$ cat src/rtl/pipe_hazard_track_if.sv
// rtl/pipe_hazard_track_if.sv - decode inputs, hazard controls and tracking outputs of pipe_hazard_track
interface pipe_hazard_track_if #(
    parameter int ADDR_W = 4,
    parameter int CNT_W  = 16
);
    logic [ADDR_W-1:0] RA1D;
    logic [ADDR_W-1:0] RA2D;
    logic [ADDR_W-1:0] WA3D;
    logic              RegWriteD;
    logic              MemtoRegD;
    logic              PCSrcD;
    logic              CondExE;
    logic              BranchTakenE;
    logic              StallD;
    logic              FlushE;
    logic              CntClr;
    logic              Match_1E_M;
    logic              Match_1E_W;
    logic              Match_2E_M;
    logic              Match_2E_W;
    logic              Match_12D_E;
    logic              RegWriteM;
    logic              RegWriteW;
    logic              MemtoRegE;
    logic              PCSrcW;
    logic              PCWrPendingF;
    logic [CNT_W-1:0]  LoadStallCnt;
    logic [CNT_W-1:0]  BranchFlushCnt;

    modport master (
        output RA1D, RA2D, WA3D, RegWriteD, MemtoRegD, PCSrcD, CondExE,
               BranchTakenE, StallD, FlushE, CntClr,
        input  Match_1E_M, Match_1E_W, Match_2E_M, Match_2E_W, Match_12D_E,
               RegWriteM, RegWriteW, MemtoRegE, PCSrcW, PCWrPendingF,
               LoadStallCnt, BranchFlushCnt
    );

    modport slave (
        input  RA1D, RA2D, WA3D, RegWriteD, MemtoRegD, PCSrcD, CondExE,
               BranchTakenE, StallD, FlushE, CntClr,
        output Match_1E_M, Match_1E_W, Match_2E_M, Match_2E_W, Match_12D_E,
               RegWriteM, RegWriteW, MemtoRegE, PCSrcW, PCWrPendingF,
               LoadStallCnt, BranchFlushCnt
    );
endinterface

$ cat src/rtl/pipe_hazard_track.sv
// rtl/pipe_hazard_track.sv - register-address/control tracking through D/E/M/W for the hazard unit
module pipe_hazard_track #(
    parameter int ADDR_W = 4,
    parameter int CNT_W  = 16
) (
    input logic                clk,
    input logic                reset_n,
    pipe_hazard_track_if.slave bus
);
    localparam logic [CNT_W-1:0] CNT_MAX = '1;
    localparam logic [CNT_W-1:0] CNT_ONE = {{(CNT_W-1){1'b0}}, 1'b1};

    logic [ADDR_W-1:0] ra1_e, ra2_e, wa3_e, wa3_m, wa3_w;
    logic              reg_write_e, reg_write_m, reg_write_w;
    logic              mem_to_reg_e;
    logic              pc_src_e, pc_src_m, pc_src_w;
    logic [CNT_W-1:0]  load_stall_cnt, branch_flush_cnt;

    // Stalls always come paired with FlushE, so the D/E register never holds; a flush loads a bubble.
    always_ff @(posedge clk or negedge reset_n) begin
        if (!reset_n) begin
            ra1_e        <= '0;
            ra2_e        <= '0;
            wa3_e        <= '0;
            reg_write_e  <= 1'b0;
            mem_to_reg_e <= 1'b0;
            pc_src_e     <= 1'b0;
        end else if (bus.FlushE) begin
            ra1_e        <= '0;
            ra2_e        <= '0;
            wa3_e        <= '0;
            reg_write_e  <= 1'b0;
            mem_to_reg_e <= 1'b0;
            pc_src_e     <= 1'b0;
        end else begin
            ra1_e        <= bus.RA1D;
            ra2_e        <= bus.RA2D;
            wa3_e        <= bus.WA3D;
            reg_write_e  <= bus.RegWriteD;
            mem_to_reg_e <= bus.MemtoRegD;
            pc_src_e     <= bus.PCSrcD;
        end
    end

    // A failed condition kills the write enables only as they leave Execute.
    always_ff @(posedge clk or negedge reset_n) begin
        if (!reset_n) begin
            wa3_m       <= '0;
            reg_write_m <= 1'b0;
            pc_src_m    <= 1'b0;
            wa3_w       <= '0;
            reg_write_w <= 1'b0;
            pc_src_w    <= 1'b0;
        end else begin
            wa3_m       <= wa3_e;
            reg_write_m <= reg_write_e & bus.CondExE;
            pc_src_m    <= pc_src_e & bus.CondExE;
            wa3_w       <= wa3_m;
            reg_write_w <= reg_write_m;
            pc_src_w    <= pc_src_m;
        end
    end

    always_ff @(posedge clk or negedge reset_n) begin
        if (!reset_n) begin
            load_stall_cnt   <= '0;
            branch_flush_cnt <= '0;
        end else if (bus.CntClr) begin
            load_stall_cnt   <= '0;
            branch_flush_cnt <= '0;
        end else begin
            if (bus.StallD && load_stall_cnt != CNT_MAX)
                load_stall_cnt <= load_stall_cnt + CNT_ONE;
            if (bus.BranchTakenE && branch_flush_cnt != CNT_MAX)
                branch_flush_cnt <= branch_flush_cnt + CNT_ONE;
        end
    end

    assign bus.Match_1E_M     = (ra1_e == wa3_m);
    assign bus.Match_1E_W     = (ra1_e == wa3_w);
    assign bus.Match_2E_M     = (ra2_e == wa3_m);
    assign bus.Match_2E_W     = (ra2_e == wa3_w);
    assign bus.Match_12D_E    = (bus.RA1D == wa3_e) | (bus.RA2D == wa3_e);
    assign bus.RegWriteM      = reg_write_m;
    assign bus.RegWriteW      = reg_write_w;
    assign bus.MemtoRegE      = mem_to_reg_e;
    assign bus.PCSrcW         = pc_src_w;
    assign bus.PCWrPendingF   = bus.PCSrcD | (pc_src_e & bus.CondExE) | pc_src_m;
    assign bus.LoadStallCnt   = load_stall_cnt;
    assign bus.BranchFlushCnt = branch_flush_cnt;
endmodule

$ cat src/flat_wrapper.sv
// flat-port wrapper written by rule: the top's interface ports become plain ports
module pipe_hazard_track_flat 
#(
    parameter int ADDR_W = 4,
    parameter int CNT_W  = 16
)
  (clk, reset_n, bus_RA1D, bus_RA2D, bus_WA3D, bus_RegWriteD, bus_MemtoRegD, bus_PCSrcD, bus_CondExE, bus_BranchTakenE, bus_StallD, bus_FlushE, bus_CntClr, bus_Match_1E_M, bus_Match_1E_W, bus_Match_2E_M, bus_Match_2E_W, bus_Match_12D_E, bus_RegWriteM, bus_RegWriteW, bus_MemtoRegE, bus_PCSrcW, bus_PCWrPendingF, bus_LoadStallCnt, bus_BranchFlushCnt);
  pipe_hazard_track_if #(.ADDR_W(ADDR_W), .CNT_W(CNT_W)) bus_i ();
  input logic clk;
  input logic reset_n;
  input wire logic [$bits(bus_i.RA1D)-1:0] bus_RA1D;
  input wire logic [$bits(bus_i.RA2D)-1:0] bus_RA2D;
  input wire logic [$bits(bus_i.WA3D)-1:0] bus_WA3D;
  input wire logic [$bits(bus_i.RegWriteD)-1:0] bus_RegWriteD;
  input wire logic [$bits(bus_i.MemtoRegD)-1:0] bus_MemtoRegD;
  input wire logic [$bits(bus_i.PCSrcD)-1:0] bus_PCSrcD;
  input wire logic [$bits(bus_i.CondExE)-1:0] bus_CondExE;
  input wire logic [$bits(bus_i.BranchTakenE)-1:0] bus_BranchTakenE;
  input wire logic [$bits(bus_i.StallD)-1:0] bus_StallD;
  input wire logic [$bits(bus_i.FlushE)-1:0] bus_FlushE;
  input wire logic [$bits(bus_i.CntClr)-1:0] bus_CntClr;
  output wire logic [$bits(bus_i.Match_1E_M)-1:0] bus_Match_1E_M;
  output wire logic [$bits(bus_i.Match_1E_W)-1:0] bus_Match_1E_W;
  output wire logic [$bits(bus_i.Match_2E_M)-1:0] bus_Match_2E_M;
  output wire logic [$bits(bus_i.Match_2E_W)-1:0] bus_Match_2E_W;
  output wire logic [$bits(bus_i.Match_12D_E)-1:0] bus_Match_12D_E;
  output wire logic [$bits(bus_i.RegWriteM)-1:0] bus_RegWriteM;
  output wire logic [$bits(bus_i.RegWriteW)-1:0] bus_RegWriteW;
  output wire logic [$bits(bus_i.MemtoRegE)-1:0] bus_MemtoRegE;
  output wire logic [$bits(bus_i.PCSrcW)-1:0] bus_PCSrcW;
  output wire logic [$bits(bus_i.PCWrPendingF)-1:0] bus_PCWrPendingF;
  output wire logic [$bits(bus_i.LoadStallCnt)-1:0] bus_LoadStallCnt;
  output wire logic [$bits(bus_i.BranchFlushCnt)-1:0] bus_BranchFlushCnt;
  assign bus_i.RA1D = bus_RA1D;
  assign bus_i.RA2D = bus_RA2D;
  assign bus_i.WA3D = bus_WA3D;
  assign bus_i.RegWriteD = bus_RegWriteD;
  assign bus_i.MemtoRegD = bus_MemtoRegD;
  assign bus_i.PCSrcD = bus_PCSrcD;
  assign bus_i.CondExE = bus_CondExE;
  assign bus_i.BranchTakenE = bus_BranchTakenE;
  assign bus_i.StallD = bus_StallD;
  assign bus_i.FlushE = bus_FlushE;
  assign bus_i.CntClr = bus_CntClr;
  assign bus_Match_1E_M = bus_i.Match_1E_M;
  assign bus_Match_1E_W = bus_i.Match_1E_W;
  assign bus_Match_2E_M = bus_i.Match_2E_M;
  assign bus_Match_2E_W = bus_i.Match_2E_W;
  assign bus_Match_12D_E = bus_i.Match_12D_E;
  assign bus_RegWriteM = bus_i.RegWriteM;
  assign bus_RegWriteW = bus_i.RegWriteW;
  assign bus_MemtoRegE = bus_i.MemtoRegE;
  assign bus_PCSrcW = bus_i.PCSrcW;
  assign bus_PCWrPendingF = bus_i.PCWrPendingF;
  assign bus_LoadStallCnt = bus_i.LoadStallCnt;
  assign bus_BranchFlushCnt = bus_i.BranchFlushCnt;
  pipe_hazard_track #(.ADDR_W(ADDR_W), .CNT_W(CNT_W)) u_core (.clk(clk), .reset_n(reset_n), .bus(bus_i));
endmodule
$ cat config.mk
export PLATFORM = sky130hd
export DESIGN_NAME = pipe_hazard_track_flat
export DESIGN_NICKNAME = d
export VERILOG_FILES = /design/src/rtl/pipe_hazard_track_if.sv /design/src/rtl/pipe_hazard_track.sv /design/src/flat_wrapper.sv
export SDC_FILE = /design/constraint.sdc
export NUM_CORES = 1
export LEC_CHECK = 0
export ABC_AREA = 1
export ABC_CLOCK_PERIOD_IN_PS = 2300
export BUFFER_PORTS_ARGS = -buffer_cell sky130_fd_sc_hd__buf_2
export CORE_UTILIZATION = 59
export DETAILED_ROUTE_END_ITERATION = 8
export MAX_ROUTING_LAYER = met4
export PLACE_DENSITY = 0.86
export SLEW_MARGIN = 10
export SYNTH_ARGS = -nofsm -noshare
export SYNTH_HDL_FRONTEND = slang
export SYNTH_SLANG_ARGS = --single-unit
$ cat constraint.sdc
create_clock -name clk -period 2.3 [get_ports clk]
set_input_delay 0.23 -clock clk [delete_from_list [all_inputs] [get_ports clk]]
set_output_delay 0.23 -clock clk [all_outputs]
set_load 0.1 [all_outputs]
======== Yosys cells after proc, flatten, opt, wreduce, memory -nomap -nowiden ========
Cells that the tools add are included.
Widths: inputs -> output; s select.
cells by class
  equal/unequal tests ..................... 8
  reductions and logical operators ........ 4
  bitwise logic cells ..................... 5
  muxes and demuxes ....................... 10
  add/subtract/negate cells ............... 2
operator list
  kind                   number
  $mux 16                4
  $add 16x1->16 const B  2
  $ne 16x16->1 const B   2
  $eq 4x4->1             6
  $mux 4                 3
  $reduce_bool 2->1      2
  $mux 1                 3
  $or 1x1->1             3
  $and 1x1->1            2
  $logic_and 1x1->1      2
word-level totals
  logic and storage cells ................. 43
  input bits .............................. 22
  output and inout port bits .............. 42
  bits in registers ....................... 59

======== Depth between registers and ports, before layout ========
Gate-level depths: netlist of run 1.
  depth in word-level cells ............... 4
  mapped depth ............................ 10
  mapped depth without buffers ............ 10

======== Worst setup path after synthesis of run 1 ========
Ideal clock, no wire load.
  path type ............................... reg-to-output
  start ................................... register u_core.wa3_m[3]
  end ..................................... output port bus_Match_1E_M
  path slack .............................. -0.773 ns
  arrival time ............................ 2.843 ns
  stages on the path, launching flop included .. 4
  required time ........................... 2.070 ns
  cell sequence ........................... dfrtp_1 xnor2_1 nand2_1 a221oi_1
between the ends
  cells in the longest elaborated chain, start to end .. 1
ends and longest elaborated chain
  what                    RTL line                 text
  from (decl)             pipe_hazard_track.sv:13  logic [ADDR_W-1:0] ra1_e, ra2_e, wa3_e, wa3_m, wa3_w;
  from (signal assigned)  pipe_hazard_track.sv:55  wa3_m <= wa3_e;
  $eq 4x4->1              pipe_hazard_track.sv:79  assign bus.Match_1E_M = (ra1_e == wa3_m);
  to (decl)               flat_wrapper.sv:22       output wire logic [$bits(bus_i.Match_1E_M)-1:0] bus_Match_1E_M;
No other way between the ends.

======== Final worst setup path of run 1 ========
  start ................................... register u_core.ra1_e[3]
  end ..................................... output port bus_Match_1E_W
between the ends
  cells in the longest elaborated chain, start to end .. 1
ends and longest elaborated chain
  what                    RTL line                 text
  from (decl)             pipe_hazard_track.sv:13
  from (signal assigned)  pipe_hazard_track.sv:36  ra1_e <= bus.RA1D;
  $eq 4x4->1              pipe_hazard_track.sv:80  assign bus.Match_1E_W = (ra1_e == wa3_w);
  to (decl)               flat_wrapper.sv:23       output wire logic [$bits(bus_i.Match_1E_W)-1:0] bus_Match_1E_W;
No other way between the ends.

==> out/results.tsv, run 1 <==
metric	value	unit
syn_avg_cell_area	7.62	um^2
vias_per_cell	5.03	
grt_pass1_wl	11300	um
wire_per_inst	12.0	um
synth.yosys.seq_area_share	47.1	%
hpwl	5040	um
firstDrtPassIters	4	
power_density	586	nW/um^2
cpPeakStageDelay	0.46	ns
finalWirelength	6700	um
path_cells	xnor2_1 > nand2_1 > a221oi_2 > buf_2	
port_buffers	63	
drc	0	
overflow	0	
rsz0062_at_grt	false	
ioPinCount	64	
gr-usage-all-layers	28.1	%
start_kind	flop	
cts_buffers	9	
crit_slowest_cell	buf_2	
finalSetupTns	0	ns
finalSetupViolCount	0	
antenna_left	0	
die_width	74.9	um
ys_top_cells_by_area	dfrtp_1 47%, nand2_1 17%, nor2_1 6.5%, inv_1 6.1%, xnor2_1 5.0%	
num-fill-cells	405	
seq_area	1480	um^2
hold_viol	0	
criticalPathCategory	flop to primary output	
netlist_area	3130	um^2
skew	0.00911	ns
hp-start	bus_RegWriteD	
via_count	2810	
place_congestion	0.910	
slew_headroom	48.5	%
syn_nets	435	
synth_top_area_share	47.1	%
r2r-start	u_core.bus.LoadStallCnt[1]$_DFFE_PN0P_	
post_synth_num_cell_types	26	
r2r_slack	0.54	ns
antenna_found_initial	0	
netSwitchingPower	0.658	mW
ys_ff_latch	59	
placementRows	26	
start_util	61.3	%
synthesis.instances	411	
ir_drop	0.000469	V
multi_input_area	1450	um^2
power_leakage	1.99	nW
comb_power_share	14.4	%
worst_ep_arrival_time	1.67	ns
drv_slew	0	
hold_slack	0.0871	ns
dieArea	5600	um^2
cts_tree	yes	
cts_buffer_depth	2	
hold_class	primary input to flop	
power_frac_seq	50.1	%
post-route-period-util	82.6	%
ys_warn_count	0	
grt_pass1_vias	2690	
finalCriticalPeriod	1.90	ns
htree_num_levels	3	
crit_start	u_core.ra1_e[3]$_DFF_PN0_	
p_int	1.53	mW
insertion_delay	0.34	ns
core	5110	um^2
cap_viol_max_count	0	
antenna_cells	0	
clockPowerShare	35.5	%
worstMarginPinSlew	0.772	ns
cp.required	2.07	ns
final_nets	508	
fmax	0.527	GHz
syn_to_final_growth	19.0	%
path_clk_slew	0.06	ns
grt_max_degree	36	
first_iter_violations	158	
yosysTopAreaCell	dfrtp_1	
status	finished, final reports clean	
drive_above_1_share	20.4	%
crit_fanout	2	
cts_sinks	59	
endpoint_kind	primary output	
sw_frac_of_total	30.1	%
clock-root-buffer	clkbuf_8	
die-height	74.9	um
sequential cells by signal, summed over array words and instances (netlist names):
signal	cells
u_core.bus.BranchFlushCnt	16
u_core.bus.LoadStallCnt	16
u_core.ra1_e	4
u_core.ra2_e	4
u_core.wa3_e	4
u_core.wa3_m	4
u_core.wa3_w	4
u_core.bus.MemtoRegE	1
u_core.bus.PCSrcW	1
u_core.bus.RegWriteM	1
u_core.bus.RegWriteW	1
u_core.pc_src_e	1
u_core.pc_src_m	1
u_core.reg_write_e	1
metrics by stage:
step | area, um^2 | instances | setup WS (ns) | power, mW | utilization [%]
after floorplan | 3160 | 411 | 0.0469 | 1.34 | -
after global placement | 3550 | 542 | 0.649 | 1.42 | 69.6
after detailed placement | 3550 | 542 | 0.539 | 1.43 | 69.6
after CTS | 3730 | 559 | 0.372 | 2.20 | 73.0
after global routing | 3730 | 559 | 0.288 | 2.29 | 73.0
final | 3730 | 559 | 0.401 | 2.18 | 73.0
layout make-up:
type                            count  area share (%)
Clock buffer                       11            3.53
Clock inverter                      5           0.806
Inverter                           52            5.27
Multi-Input combinational cell    294            38.9
Sequential cell                    59            39.6
Tap cell                           70            2.35
Timing Repair Buffer               68            9.54
cells in the mapped netlist:
master	count
nor2_1	54
o21ai_4	1
ha_1	2
inv_1	51
nand2_2	3
a21oi_1	3
buf_4	1
o21ai_0	6
o21bai_1	2
clkbuf_1	3
xnor2_1	18
nor2_4	3
nand2_1	139
or2_2	2
xor2_1	6
clkinv_2	1
a221oi_1	4
nand3_1	26
nor3_2	1
nand4_1	18
buf_6	1
buf_2	1
nor3_1	1
dfrtp_1	59
o21ai_1	1
nor2_2	4
layer usage:
metal  vias up  wire (um)  track usage [%]  share of wire [%]
li1       1429          -                -                  -
met1      1285       2990             34.2                 45
met2        85       3320             44.5                 49
met3        11        305             6.83                4.6
met4         0         92             12.8                1.4
met5         -          0                -                  0
final timing paths:
path | cells after the start | end
max reg2reg | 9 | u_core.bus.LoadStallCnt[1]$_DFFE_PN0P_
min | 3 | u_core.reg_write_e$_DFF_PN0_
max | 4 | bus_Match_1E_W
max in group asynchronous | 3 | u_core.bus.BranchFlushCnt[2]$_DFFE_PN0P_
min reg2reg | 0 | u_core.bus.RegWriteW$_DFF_PN0_
min in group asynchronous | 2 | u_core.bus.LoadStallCnt[13]$_DFFE_PN0P_
worst max-delay path: cells and delay by family (launching register included):
kind	cells	cell delay, ns
buffers and inverters	1	0.46
DFF	1	0.41
xor gates and xnor gates	1	0.21
AOI/OAI and AO/OA	1	0.17
and+or+nand+nor	1	0.09
cells in the final DEF (no fill, tap or decap), drive strengths merged:
cell type,netlist,routed
nor2,61,61
inv,51,51
xnor2,18,18
buf,3,67
a21oi,3,3
a221oi,4,4
clkbuf,3,11
o21bai,2,2
dlygate4sd3,0,1
or2,2,2
o21ai,8,8
ha,2,2
nor3,2,2
nand4,18,18
nand2,142,142
dfrtp,59,59
nand3,26,26
clkinv,1,4
xor2,6,6
clkinvlp,0,2
logic make-up (layout without fill, tap and decap cells):
group                      after synthesis  count (layout)  share of synthesized area (%)
buffers and inverters                   58             136                           7.39
xor gates and xnor gates                24              24                           6.71
and+or+nand+nor                        251             251                           34.2
DFF                                     59              59                           47.1
adders and majority gates                2               2                          0.799
AOI/OAI and AO/OA                       17              17                           3.72
power groups by stage:
stage	combinational, mW	sequential [mW]	clock (mW)
floorplan	0.166	1.17	0
global placement	0.311	1.11	0
detailed placement	0.317	1.11	0
CTS	0.319	1.09	0.792
global route	0.342	1.10	0.847
finish	0.315	1.09	0.775
timing repair:
action                                 4_1_cts  5_1_grt
endpoints found under the hold margin       23        0
buffers inserted                             0        0
resized for setup                            0        0
hold buffers                                 1        0
Power figures use the tool's default switching activity.
==> run 2: changes to the inputs <==
--- a/config.mk
+++ b/config.mk
@@ -5,13 +5,13 @@
 export SDC_FILE = /design/constraint.sdc
 export NUM_CORES = 1
 export LEC_CHECK = 0
-export ABC_AREA = 1
-export ABC_CLOCK_PERIOD_IN_PS = 2300
+export ABC_AREA = 0
+export ABC_CLOCK_PERIOD_IN_PS = 1800
 export BUFFER_PORTS_ARGS = -buffer_cell sky130_fd_sc_hd__buf_2
-export CORE_UTILIZATION = 59
+export CORE_UTILIZATION = 54
 export DETAILED_ROUTE_END_ITERATION = 8
 export MAX_ROUTING_LAYER = met4
-export PLACE_DENSITY = 0.86
+export PLACE_DENSITY = 0.81
 export SLEW_MARGIN = 10
 export SYNTH_ARGS = -nofsm -noshare
 export SYNTH_HDL_FRONTEND = slang
==> constraint.sdc (replaced) <==
create_clock -name clk -period 1.8 [get_ports clk]
set_input_delay 0.18 -clock clk [delete_from_list [all_inputs] [get_ports clk]]
set_output_delay 0.18 -clock clk [all_outputs]
set_load 0.1 [all_outputs]
==> out/results.tsv, run 2 <==
metric	value	unit
die_width	75.1	um
worst_ep_arrival_time	2.13	ns
endpoint_kind	flop	
skew	0.00812	ns
final_nets	384	
worstMarginPinSlew	0.527	ns
synth.yosys.seq_area_share	51.2	%
failed_checks	negative setup slack	
multi_input_area	1530	um^2
synth_edf_count	0	
drv_slew	0	
cp.required	2.03	ns
core	5140	um^2
syn_to_final_growth	40.7	%
hold_slack	0.0539	ns
fmax	0.525	GHz
synth_top_family_by_area	simple AND/OR/NAND/NOR gates	
path_clk_slew	0.07	ns
place_congestion	0.815	
layout_setup_ws	-0.104	ns
antenna_found_initial	0	
synth_compound_area_share	11.9	%
synthFlopType	dfrtp_1	
power_leakage	1.80	nW
ys_top_cells_by_area	dfrtp_1 51%, xor2_1 6.7%, nor2b_1 3.9%, a21oi_1 3.8%, nand4_1 2.4%	
antenna_left	0	
wire_per_inst	16.0	um
synth_common_cells	59 x dfrtp_1, 22 x a21oi_1, 22 x xor2_1, 18 x nor2b_1, 13 x nor2_1	
dieArea	5640	um^2
antenna_cells	0	
drc	0	
first_iter_violations	194	
timing.critical_path.max_delay_family	flip-flops	
rsz0062_at_grt	true	
htree_num_levels	3	
ioPinCount	64	
path_common_cell	buf_4	
finalSetupViolCount	3	
cts_sinks	59	
synth_mux_area_share	1.95	%
gr-usage-all-layers	26.2	%
status	complete, but fails checks	
via_count	2506	
syn_nets	290	
firstDrtPassIters	4	
post_synth_num_cell_types	46	
hpwl	4410	um
crit_fanout	3	
path_cells	ha_4 > nand4_1 > buf_4 > o41ai_4 > buf_4 > nor4_4 > mux2_4	
start_util	56.1	%
synth_xor_area_share	7.89	%
die-height	75.1	um
seq_area	1570	um^2
power_density	810	nW/um^2
async_flop_share	100	%
synthesis.instances	266	
clock-root-buffer	clkbuf_8	
drive_above_1_share	47.1	%
cts_tree	yes	
hold_viol	0	
synth.most_common_cell	dfrtp_1	
finalSetupTns	-0.148	ns
start_kind	flop	
ys_warn_count	0	
num-fill-cells	346	
cpPeakStageDelay	0.43	ns
synthSimpleGateAreaFrac	23.7	%
cts_buffer_depth	2	
grt_pass1_vias	2281	
crit_slowest_cell	dfrtp_4	
criticalPathCategory	flop to flop	
ys_ff_latch	59	
grt_pass1_wl	10400	um
port_buffers	63	
cap_viol_max_count	0	
dp_slack	-0.0480	ns
path_buf_inv	2	
insertion_delay	0.34	ns
hold_class	primary input to flop	
syn_avg_cell_area	10.8	um^2
vias_per_cell	5.76	
yosysTopAreaCell	dfrtp_1	
grt_max_degree	60	
finalCriticalPeriod	1.90	ns
ir_drop	0.000690	V
netlist_area	2890	um^2
cts_buffers	9	
finalWirelength	6960	um
synth_adder_area_share	0.867	%
final_common_cell	buf_2	
overflow	0	
synth_top_area_share	51.2	%
post-route-period-util	106	%
placementRows	26	
slew_headroom	64.6	%
layout_common_cells	58 x buf_2, 26 x buf_4, 26 x dfrtp_1, 21 x xor2_1, 21 x dfrtp_4	
==> run 2: cell types whose count changed in the layout (fill, tap and decap cells not counted), sizes merged, moves of 16 or more <==
cell and delta:
a21oi +19, buf +24, inv -46, xor2 +16, nand3 -17, nor2 -48
nand2 -131, nor2b +18
==> run 2: layout make-up <==
cell class,count,area share (%)
well taps,70,2.16
clock inverters,4,1.79
multi-input cells,193,37.7
flip-flops and latches,59,38.7
repair buffers,92,15.4
clock buffers,12,3.82
inverters,5,0.462
==> run 2: cells by family after synthesis <==
kind of cell | after synthesis
AND/OR/NAND/NOR | 110
flip-flops | 59
AO/OA/AOI/OAI | 49
XOR/XNOR | 26
buffers and inverters | 15
multiplexers | 5
adder cells (fa/ha/maj) | 2
==> run 2: stage by stage <==
stage / std cells / util, % / area [um^2] / power, mW
floorplan: 266 / - / 3130 / 1.76
global placement: 409 / 71.9 / 3700 / 1.92
detailed placement: 409 / 71.9 / 3700 / 1.93
CTS: 429 / 77.5 / 3980 / 3.29
global route: 435 / 79.0 / 4060 / 3.39
finish: 435 / 79.0 / 4060 / 3.29
==> run 2: worst paths after layout <==
| check | startpoint | end | slack (ns) | depth (start not counted) |
|---|---|---|---|---|
| hold / removal | bus_CondExE | u_core.bus.RegWriteM$_DFF_PN0_ | 0.05 | 2 |
| max in group asynchronous | reset_n | u_core.bus.BranchFlushCnt[1]$_DFFE_PN0P_ | 1.13 | 3 |
| min in group asynchronous | reset_n | u_core.bus.BranchFlushCnt[14]$_DFFE_PN0P_ | 0.36 | 3 |
| hold reg to reg | u_core.pc_src_m$_DFF_PN0_ | u_core.bus.PCSrcW$_DFF_PN0_ | 0.37 | 0 |
| setup / recovery | u_core.bus.BranchFlushCnt[0]$_DFFE_PN0P_ | u_core.bus.BranchFlushCnt[15]$_DFFE_PN0P_ | -0.10 | 7 |
| setup reg to reg | u_core.bus.BranchFlushCnt[0]$_DFFE_PN0P_ | u_core.bus.BranchFlushCnt[15]$_DFFE_PN0P_ | -0.10 | 7 |
==> run 2: timing repair <==
action	CTS	global route
gates cloned	1	0
buffers inserted	2	6
hold endpoints to repair	59	0
gates resized for setup	3	9
pin swaps	3	6
hold buffers	1	0
setup endpoints to repair	4	12
==> run 2: power breakdown <==
group	total (mW)	switching, mW	leakage (nW)	internal, mW
Sequential	1.41	0.0375	0.734	1.37
Clock	1.38	0.527	0.113	0.853
Combinational	0.500	0.341	0.952	0.159
==> run 2: routing by layer <==
metal	share of wire, %	routed length (um)	GRT usage [%]	vias to the layer above
li1	-	-	-	1162
met1	41	2880	32.5	1249
met2	51	3560	40.8	83
met3	5.5	385	5.89	12
met4	1.9	133	12.2	0
met5	0	0	-	-
